$ cat config.mk
export PLATFORM = sky130hd
export DESIGN_NAME = controle_decadico_flat
export DESIGN_NICKNAME = d
export VERILOG_FILES = /design/src/rtl/controle_decadico_pkg.sv /design/src/rtl/controle_decadico_if.sv /design/src/rtl/controle_decadico_decade_stage.sv /design/src/rtl/controle_decadico.sv /design/src/flat_wrapper.sv
export SDC_FILE = /design/constraint.sdc
export NUM_CORES = 1
export LEC_CHECK = 0
export CAP_MARGIN = 0
export CORE_MARGIN = 1.5
export CORE_UTILIZATION = 40
export DETAILED_ROUTE_END_ITERATION = 12
export PLACE_DENSITY = 0.75
export SKIP_LAST_GASP = 1
export SYNTH_ARGS = -nofsm -noshare
export SYNTH_HDL_FRONTEND = slang
export SYNTH_SLANG_ARGS = --single-unit
$ cat constraint.sdc
create_clock -name clk -period 2.05 [get_ports clk]
set_input_delay 0.615 -clock clk [delete_from_list [all_inputs] [get_ports clk]]
set_output_delay 0.615 -clock clk [all_outputs]
set_load 0.01 [all_outputs]
$ cat src/rtl/controle_decadico_pkg.sv
// Shared types and BCD helpers for the decade-counter run controller.
// Pure declarations, no logic of its own.
package controle_decadico_pkg;

    typedef enum logic [1:0] {
        IDLE  = 2'd0,
        RUN   = 2'd1,
        PAUSE = 2'd2,
        DONE  = 2'd3
    } state_t;

    localparam int BCD_W   = 4;
    localparam int BCD_MAX = 9;

    function automatic logic bcd_valid(input logic [BCD_W-1:0] n);
        return n <= BCD_W'(BCD_MAX);
    endfunction

endpackage

$ cat src/rtl/controle_decadico_if.sv
// Control/status bundle between the board controller and the decade sequencer.
// Levels only, no handshake; outputs are registered by the sequencer.
interface controle_decadico_if #(parameter int DIGITS = 2);
    logic                  start;
    logic                  stop;
    logic                  load;
    logic [4*DIGITS-1:0]   load_val;
    logic [4*DIGITS-1:0]   limit;
    logic [4*DIGITS-1:0]   s;
    logic                  running;
    logic                  done;
    logic                  err;

    modport master (
        output start, stop, load, load_val, limit,
        input  s, running, done, err
    );

    modport slave (
        input  start, stop, load, load_val, limit,
        output s, running, done, err
    );
endinterface

$ cat src/rtl/controle_decadico_decade_stage.sv
// One BCD digit: synchronous clear, parallel load, mod-10 increment when enabled.
// Single-cycle update; carry_out is combinational from en and q.
module decade_stage
    import controle_decadico_pkg::*;
(
    input  logic             clk,
    input  logic             clear,
    input  logic             en,
    input  logic             ld,
    input  logic [BCD_W-1:0] d,
    output logic [BCD_W-1:0] q,
    output logic             carry_out
);
    logic [BCD_W-1:0] r_q;

    always_ff @(posedge clk) begin
        if (clear)
            r_q <= '0;
        else if (ld)
            r_q <= d;
        else if (en)
            r_q <= (r_q == BCD_W'(BCD_MAX)) ? '0 : r_q + BCD_W'(1);
    end

    assign q         = r_q;
    assign carry_out = en & (r_q == BCD_W'(BCD_MAX));
endmodule

$ cat src/rtl/controle_decadico.sv
// Run/pause/preset sequencer over a chain of decade stages with BCD terminal compare.
// All outputs registered; a load with any invalid nibble freezes the cycle and sets err.
module controle_decadico
    import controle_decadico_pkg::*;
#(
    parameter int DIGITS      = 2,
    parameter bit AUTO_RELOAD = 1'b0
) (
    input  logic                 clk,
    input  logic                 clear,
    controle_decadico_if.slave   io_ctl
);
    localparam int W = BCD_W * DIGITS;

    state_t         r_state, w_state_nxt;
    logic           r_running, r_done, r_err;
    logic [W-1:0]   w_s, w_d;
    logic           w_ld_vld, w_lim_vld, w_load_ok, w_load_bad;
    logic           w_term, w_inc, w_ld, w_done_nxt;
    logic [DIGITS:0] w_carry;

    always_comb begin
        w_ld_vld  = 1'b1;
        w_lim_vld = 1'b1;
        for (int i = 0; i < DIGITS; i++) begin
            if (!bcd_valid(io_ctl.load_val[i*BCD_W +: BCD_W])) w_ld_vld  = 1'b0;
            if (!bcd_valid(io_ctl.limit[i*BCD_W +: BCD_W]))    w_lim_vld = 1'b0;
        end
    end

    assign w_load_ok  = io_ctl.load &  w_ld_vld;
    assign w_load_bad = io_ctl.load & ~w_ld_vld;
    // An invalid limit disables the compare so the chain free-runs through all-9s.
    assign w_term     = w_lim_vld && (w_s == io_ctl.limit);

    always_comb begin
        w_state_nxt = r_state;
        w_inc       = 1'b0;
        w_ld        = 1'b0;
        w_d         = '0;
        w_done_nxt  = 1'b0;
        if (w_load_bad) begin
            w_state_nxt = r_state;
        end else if (w_load_ok) begin
            w_ld        = 1'b1;
            w_d         = io_ctl.load_val;
            w_state_nxt = IDLE;
        end else begin
            case (r_state)
                RUN: begin
                    if (io_ctl.stop) begin
                        w_state_nxt = PAUSE;
                    end else if (w_term) begin
                        w_ld        = 1'b1;
                        w_done_nxt  = 1'b1;
                        w_state_nxt = AUTO_RELOAD ? RUN : DONE;
                    end else begin
                        w_inc = 1'b1;
                    end
                end
                IDLE, PAUSE, DONE: begin
                    if (!io_ctl.stop && io_ctl.start) w_state_nxt = RUN;
                end
                default: w_state_nxt = IDLE;
            endcase
        end
    end

    always_ff @(posedge clk) begin
        if (clear) begin
            r_state   <= IDLE;
            r_running <= 1'b0;
            r_done    <= 1'b0;
            r_err     <= 1'b0;
        end else begin
            r_state   <= w_state_nxt;
            r_running <= (w_state_nxt == RUN);
            r_done    <= w_done_nxt;
            r_err     <= r_err | w_load_bad | ~w_lim_vld;
        end
    end

    assign w_carry[0] = w_inc;

    for (genvar g = 0; g < DIGITS; g++) begin : g_digit
        decade_stage u_stage (
            .clk       (clk),
            .clear     (clear),
            .en        (w_carry[g]),
            .ld        (w_ld),
            .d         (w_d[g*BCD_W +: BCD_W]),
            .q         (w_s[g*BCD_W +: BCD_W]),
            .carry_out (w_carry[g+1])
        );
    end

    assign io_ctl.s       = w_s;
    assign io_ctl.running = r_running;
    assign io_ctl.done    = r_done;
    assign io_ctl.err     = r_err;
endmodule

$ cat src/flat_wrapper.sv
// flat-port wrapper written by rule: the top's interface ports become plain ports
module controle_decadico_flat import controle_decadico_pkg::*;
#(
    parameter int DIGITS      = 2,
    parameter bit AUTO_RELOAD = 1'b0
)
  (clk, clear, io_ctl_start, io_ctl_stop, io_ctl_load, io_ctl_load_val, io_ctl_limit, io_ctl_s, io_ctl_running, io_ctl_done, io_ctl_err);
  controle_decadico_if #(.DIGITS(DIGITS)) io_ctl_i ();
  input  logic clk;
  input  logic clear;
  input wire logic [$bits(io_ctl_i.start)-1:0] io_ctl_start;
  input wire logic [$bits(io_ctl_i.stop)-1:0] io_ctl_stop;
  input wire logic [$bits(io_ctl_i.load)-1:0] io_ctl_load;
  input wire logic [$bits(io_ctl_i.load_val)-1:0] io_ctl_load_val;
  input wire logic [$bits(io_ctl_i.limit)-1:0] io_ctl_limit;
  output wire logic [$bits(io_ctl_i.s)-1:0] io_ctl_s;
  output wire logic [$bits(io_ctl_i.running)-1:0] io_ctl_running;
  output wire logic [$bits(io_ctl_i.done)-1:0] io_ctl_done;
  output wire logic [$bits(io_ctl_i.err)-1:0] io_ctl_err;
  assign io_ctl_i.start = io_ctl_start;
  assign io_ctl_i.stop = io_ctl_stop;
  assign io_ctl_i.load = io_ctl_load;
  assign io_ctl_i.load_val = io_ctl_load_val;
  assign io_ctl_i.limit = io_ctl_limit;
  assign io_ctl_s = io_ctl_i.s;
  assign io_ctl_running = io_ctl_i.running;
  assign io_ctl_done = io_ctl_i.done;
  assign io_ctl_err = io_ctl_i.err;
  controle_decadico #(.DIGITS(DIGITS), .AUTO_RELOAD(AUTO_RELOAD)) u_core (.clk(clk), .clear(clear), .io_ctl(io_ctl_i));
endmodule
# Yosys cells after proc, flatten, opt, wreduce, memory -nomap -nowiden
# Index checks and enable logic that the tools add are counted.
[classes]
add_sub_neg = 2
bitwise = 7
n_reduce_logical = 8
n_eq_ne = 7
mux = 28
order_cmp = 4
[ops]
columns = ["cell", "count"]
rows = [
  ["$mux W4", 6],
  ["$le A4 B4 Y1 const B", 4],
  ["$mux W8", 2],
  ["$mux W1", 14],
  ["$mux W2", 5],
  ["$add A4 B1 Y4 const B", 2],
  ["$eq A4 B4 Y1 const B", 2],
  ["$eq A8 B8 Y1", 1],
  ["$reduce_or A3 Y1", 2],
  ["$eq A2 B1 Y1 const B", 2],
  ["$eq A2 B2 Y1 const B", 2],
  ["$pmux W2 S2", 1],
  ["$reduce_bool A2 Y1", 2],
  ["$and A1 B1 Y1", 3],
  ["$logic_and A1 B1 Y1", 2],
  ["$logic_not A2 Y1", 1],
  ["$not A1 Y1", 2],
  ["$or A1 B1 Y1", 2],
  ["$logic_not A1 Y1", 1],
]
[word_totals]
inputBits = 21
out_inout_bits = 11
register_bits = 13
word_cells = 62

# Longest topological paths before layout
[logic_depth]
ltp_word = 12
ltp_mapped = 7
ltp_nobuf = 5

# Hierarchy
# Synthesis repeated with hierarchy kept, for this count alone.
[hier_totals]
cells_unflattened = 108
area_unflattened_um2 = 910.9
[by_module_without_submodules]
columns = ["mod", "n_inst", "area_per_inst_um2", "cells_each", "seq_area_each_um2"]
rows = [
  ["decade_stage", 2, 245.2, 28, 80.1],
  ["controle_decadico", 1, 420.4, 52, 100.1],
]

# Least setup slack after synthesis
# Ideal clock, no wire load.
[synth_timing]
path_kind = "input -> register"
from = "in io_ctl_limit[6]"
to = "reg u_core.r_running (netlist: u_core.io_ctl.running)"
stages = 6
setup_slack_ps = 40
arrival_ps = 1895
required_time_ps = 1935
setup_time_ps = 115
n_path_buf = 1
cell_sequence = "o21ai_0 > nand2_1 > or3_1 > buf_6 > a2111o_1 > and3_1"
[synth_between]
elab_chain_len = 9
elab_cells_between_ends = 10
cone_classes = "order compare: 1; eq/ne: 2; mux: 6; reduce/logical: 1"
[synth_rtl]
columns = ["element", "line", "text"]
rows = [
  ["start: declaration", "flat_wrapper.sv:15", "input wire logic [$bits(io_ctl_i.limit)-1:0] io_ctl_limit;"],
  ["$le A4 B4 Y1", "controle_decadico_pkg.sv:16", "return n <= BCD_W'(BCD_MAX);"],
  ["$mux W1", "controle_decadico.sv:27", "if (!bcd_valid(io_ctl.limit[i*BCD_W +: BCD_W])) w_lim_vld = 1'b0;"],
  ["$logic_and A1 B1 Y1 (*)", "controle_decadico.sv:34", "assign w_term = w_lim_vld && (w_s == io_ctl.limit);"],
  ["$mux W2 (*)", "controle_decadico.sv:53", "end else if (w_term) begin"],
  ["$mux W2 (*)", "controle_decadico.sv:51", "if (io_ctl.stop) begin"],
  ["$pmux W2 S2 (*)", "controle_decadico.sv:49", "case (r_state)"],
  ["$mux W2 (*)", "controle_decadico.sv:44", "end else if (w_load_ok) begin"],
  ["$mux W2 (*)", "controle_decadico.sv:42", "if (w_load_bad) begin"],
  ["$eq A2 B1 Y1 (*)", "controle_decadico.sv:77", "r_running <= (w_state_nxt == RUN);"],
  ["end signal: assignment", "controle_decadico.sv:77", ""],
  ["end: declaration", "controle_decadico.sv:16", "logic r_running, r_done, r_err;"],
]
# Mark *: on every way between the ends. The rest lies on a longest branch, timed or not.
# A chain may end at the register's enable or synchronous reset.

# Worst setup path after layout
[layout_timing]
from = "reg u_core.g_digit[0].u_stage.r_q[3]"
to = "out io_ctl_s[3]"
[layout_rtl]
columns = ["element", "line", "text"]
rows = [
  ["start: declaration", "controle_decadico_decade_stage.sv:14", "logic [BCD_W-1:0] r_q;"],
  ["start signal: assignment", "controle_decadico_decade_stage.sv:22", "r_q <= (r_q == BCD_W'(BCD_MAX)) ? '0 : r_q + BCD_W'(1);"],
  ["end: declaration", "flat_wrapper.sv:16", "output wire logic [$bits(io_ctl_i.s)-1:0] io_ctl_s;"],
]
# No word-level cell between the ends.

==> results.py <==
metrics = {
    "run_status": {
        "status": "complete, no violations",
    },
    "synth": {
        "synth.avg_cell_area_um2": 7.97,
        "syn_nets": 137,
        "yosys-top-cells-area": "dfxtp_1 28%, o21ai_0 6.0%, xnor2_1 5.7%, buf_6 4.9%, nand2_1 4.9%",
        "synthFlopType": "dfxtp_1",
        "yosys.area.top_type": "dfxtp_1",
        "ys_warn_count": 0,
        "ys_async_sr_fraction_pct": 0,
        "synth_commonest_cells": "13 x dfxtp_1, 12 x nand2_1, 11 x o21ai_0, 8 x inv_1, 8 x nor2_1",
        "seq_area_frac_synth_pct": 28.1,
        "ys_ff_latch": 13,
        "ys_types": 41,
        "synth_cells": 116,
        "yosysMostFrequentCell": "dfxtp_1",
        "synth_edf_count": 0,
        "netlist_area_um2": 925,
        "yosysTopAreaCellShare_pct": 28.1,
    },
    "place": {
        "placed_cell_area_um2": 1360,
        "pre_cts_ws_ps": -580,
        "gp_congestion": 0.819,
        "io_buffers": 31,
        "dp_hpwl_um": 1980,
    },
    "power_and_ir_drop": {
        "switchingPower_mw": 0.214,
        "p_comb_share_pct": 34.9,
        "leakage_nw": 0.578,
        "swShare_pct": 30.9,
        "p_int_mw": 0.478,
        "peakVddDrop_mv": 0.384,
        "p_per_area_nw_per_um2": 469,
        "pwr-share-clk_pct": 24.2,
        "p_seq_share_pct": 41.0,
    },
    "timing": {
        "period_share_pct": 97.2,
        "fin_crit_ps": 1990,
        "fmax_mhz": 502,
        "fin_worst_skew_ps": 2.40,
        "worst_slack_ps": 58.2,
        "slew_viol_final": 0,
        "setup-violations-final": 0,
        "relSlewSlack_pct": 55.6,
        "hold_violations": 0,
        "worst_pin_slew_ps": 657,
    },
    "grt": {
        "grt_antenna_before_repair": 0,
        "grt_pass1_wl_um": 4310,
        "grt_pass1_vias": 1055,
        "grtUsageMet3_pct": 2.92,
        "track_usage_pct": 21.6,
        "use_met1_pct": 25.8,
        "met2_usage_pct": 39.6,
        "gr-max-usage-layer": "met2",
        "overflow": 0,
        "grt_max_degree": 12,
    },
    "setup_path": {
        "critPathCaptureType": "output port",
        "crit_slowest_cell": "clkdlybuf4s50_1",
        "crit_buf_inv": 1,
        "rr_worst_depth": 4,
        "r2r_end": "u_core.g_digit[1].u_stage.q[1]",
        "ff2ff_setup_slack_ps": 110,
        "critPathLaunchType": "flip-flop",
        "critical_path_arrival_ps": 1380,
        "reg2reg_from": "u_core.g_digit[0].u_stage.q[3]",
        "critical_path.max_stage_delay_ps": 600,
        "path_max_fanout": 7,
        "path_cells": "clkdlybuf4s50_1",
        "critical_path.top_delay_family": "buffers and inverters",
        "worstSetupPathType": "reg2out",
        "worstPathRequired_ps": 1430,
    },
    "final_layout": {
        "syn_to_final_growth_pct": 59.5,
        "nFillCells": 185,
        "fin_util_pct": 67.3,
        "num_antenna_cells": 0,
        "multi_input_area_um2": 636,
        "drive_gt1_share_pct": 26.9,
        "final-seq-area_um2": 263,
        "final_nets": 189,
        "fin_area_um2": 1480,
    },
    "die": {
        "core_area_um2": 2190,
        "rows": 17,
        "dieArea_um2": 2610,
        "io_pins": 32,
        "die_y_um": 51.1,
        "initial_core_util_pct": 42.2,
        "die_w_um": 51.1,
    },
    "routing": {
        "vias": 1052,
        "ant_nets": 0,
        "drc": 0,
        "routedWlPerCell_um": 14.0,
        "drt_iter0_drc": 43,
        "wl_um": 2740,
        "firstDrtPassIters": 4,
        "vias_per_cell": 5.39,
    },
    "worst_hold_path": {
        "hp-class": "reg2reg",
        "hold_depth": 2,
        "hold_end": "u_core.io_ctl.err",
        "hp-start": "u_core.io_ctl.err",
    },
    "clock_network": {
        "clkLatencyLatePin_ps": 280,
        "clk_pin_slew_ps": 80,
        "clockBufferDepth": 2,
        "tritoncts": "done",
        "htree_levels": 1,
        "cts.sinks": 13,
        "cts_buffers": 3,
        "root_buffer": "clkbuf_4",
    },
    "flow_run": {
        "maxCapViolCount": 0,
    },
}
## worst max-delay path by stage
stage	startpoint	endpoint	slack, ps	depth (start not counted)
3_3_place_gp	io_ctl_limit[6]	u_core.io_ctl.running	-510	6
5_1_grt	u_core.g_digit[0].u_stage.q[3]	u_core.g_digit[1].u_stage.q[1]	-8	4
3_5_place_dp	io_ctl_limit[6]	u_core.io_ctl.running	-580	6
6_report	u_core.g_digit[0].u_stage.q[3]	io_ctl_s[3]	60	1
4_1_cts	io_ctl_stop	u_core.g_digit[1].u_stage.q[2]	-5	6
2_1_floorplan	io_ctl_limit[6]	u_core.io_ctl.running	40	6
## cells in the final DEF, fill, tap and decap left out, types with 2 or more instances in the layout
master	count
a211oi_1	2
a21oi_1	6
a311oi_1	2
a31oi_1	3
buf_4	22
clkbuf_4	3
clkdlybuf4s50_1	21
dfxtp_1	11
dfxtp_2	2
dlygate4sd2_1	8
dlymetal6s2s_1	2
inv_1	8
nand2_1	11
nand2b_1	3
nand4_1	2
nor2_1	8
nor3_1	3
o21ai_0	6
o21ai_1	5
xnor2_1	5
xnor2_2	3
## timing repair
action / 4_1_cts / 5_1_grt
pin swaps: 5 / 4
hold buffers: 0 / 0
gates cloned: 0 / 0
hold endpoints to repair: 0 / 0
buffers inserted: 2 / 2
endpoints found under the setup margin: 6 / 7
resized for setup: 16 / 13
## metrics by stage
stage	std cells	TNS [ps]	total power, mW	hold slack [ps]
2_1_floorplan	116	0	0.406	506
3_3_place_gp	187	-3260	0.511	469
3_5_place_dp	187	-3870	0.517	494
4_1_cts	193	-4.98	0.678	519
5_1_grt	195	-8.08	0.723	539
6_report	195	0	0.692	521
## registers in the layout, indices dropped and copies added, names as in the netlist
| register | cells |
|---|---|
| u_core.io_ctl.running | 1 |
| u_core.io_ctl.err | 1 |
| u_core.io_ctl.done | 1 |
| u_core.r_state | 2 |
| u_core.g_digit.u_stage.q | 8 |
## layout make-up
cell class	count	share of cell area [%]
tap	28	2.37
timing repair buffer	54	32.9
multi-input combinational	88	43.1
clock buffer	4	1.78
sequential	13	17.8
inverter	8	2.04
## kinds of logic (layout without fill, tap and decap cells)
family          after synthesis  count (layout)  synth area share [%]
flops                        13              13                  28.1
buf+inv                      15              66                  9.34
mux                           1               1                  1.22
simple gates                 40              40                  22.2
xor+xnor                      8               8                  9.20
compound gates               39              39                  29.9
## power by group through the flow
stage          combinational, mW  clock, mW  sequential (mW)
2_1_floorplan              0.112          0            0.294
3_3_place_gp               0.224          0            0.287
3_5_place_dp               0.229          0            0.288
4_1_cts                    0.230      0.166            0.282
5_1_grt                    0.262      0.176            0.286
6_report                   0.241      0.167            0.283
## metal layers
metal	part of all wire (%)	vias up
met5	0	-
met3	5.3	7
met2	50	41
met4	1.2	0
li1	-	528
met1	43	476
(Power assumes the default switching activity.)
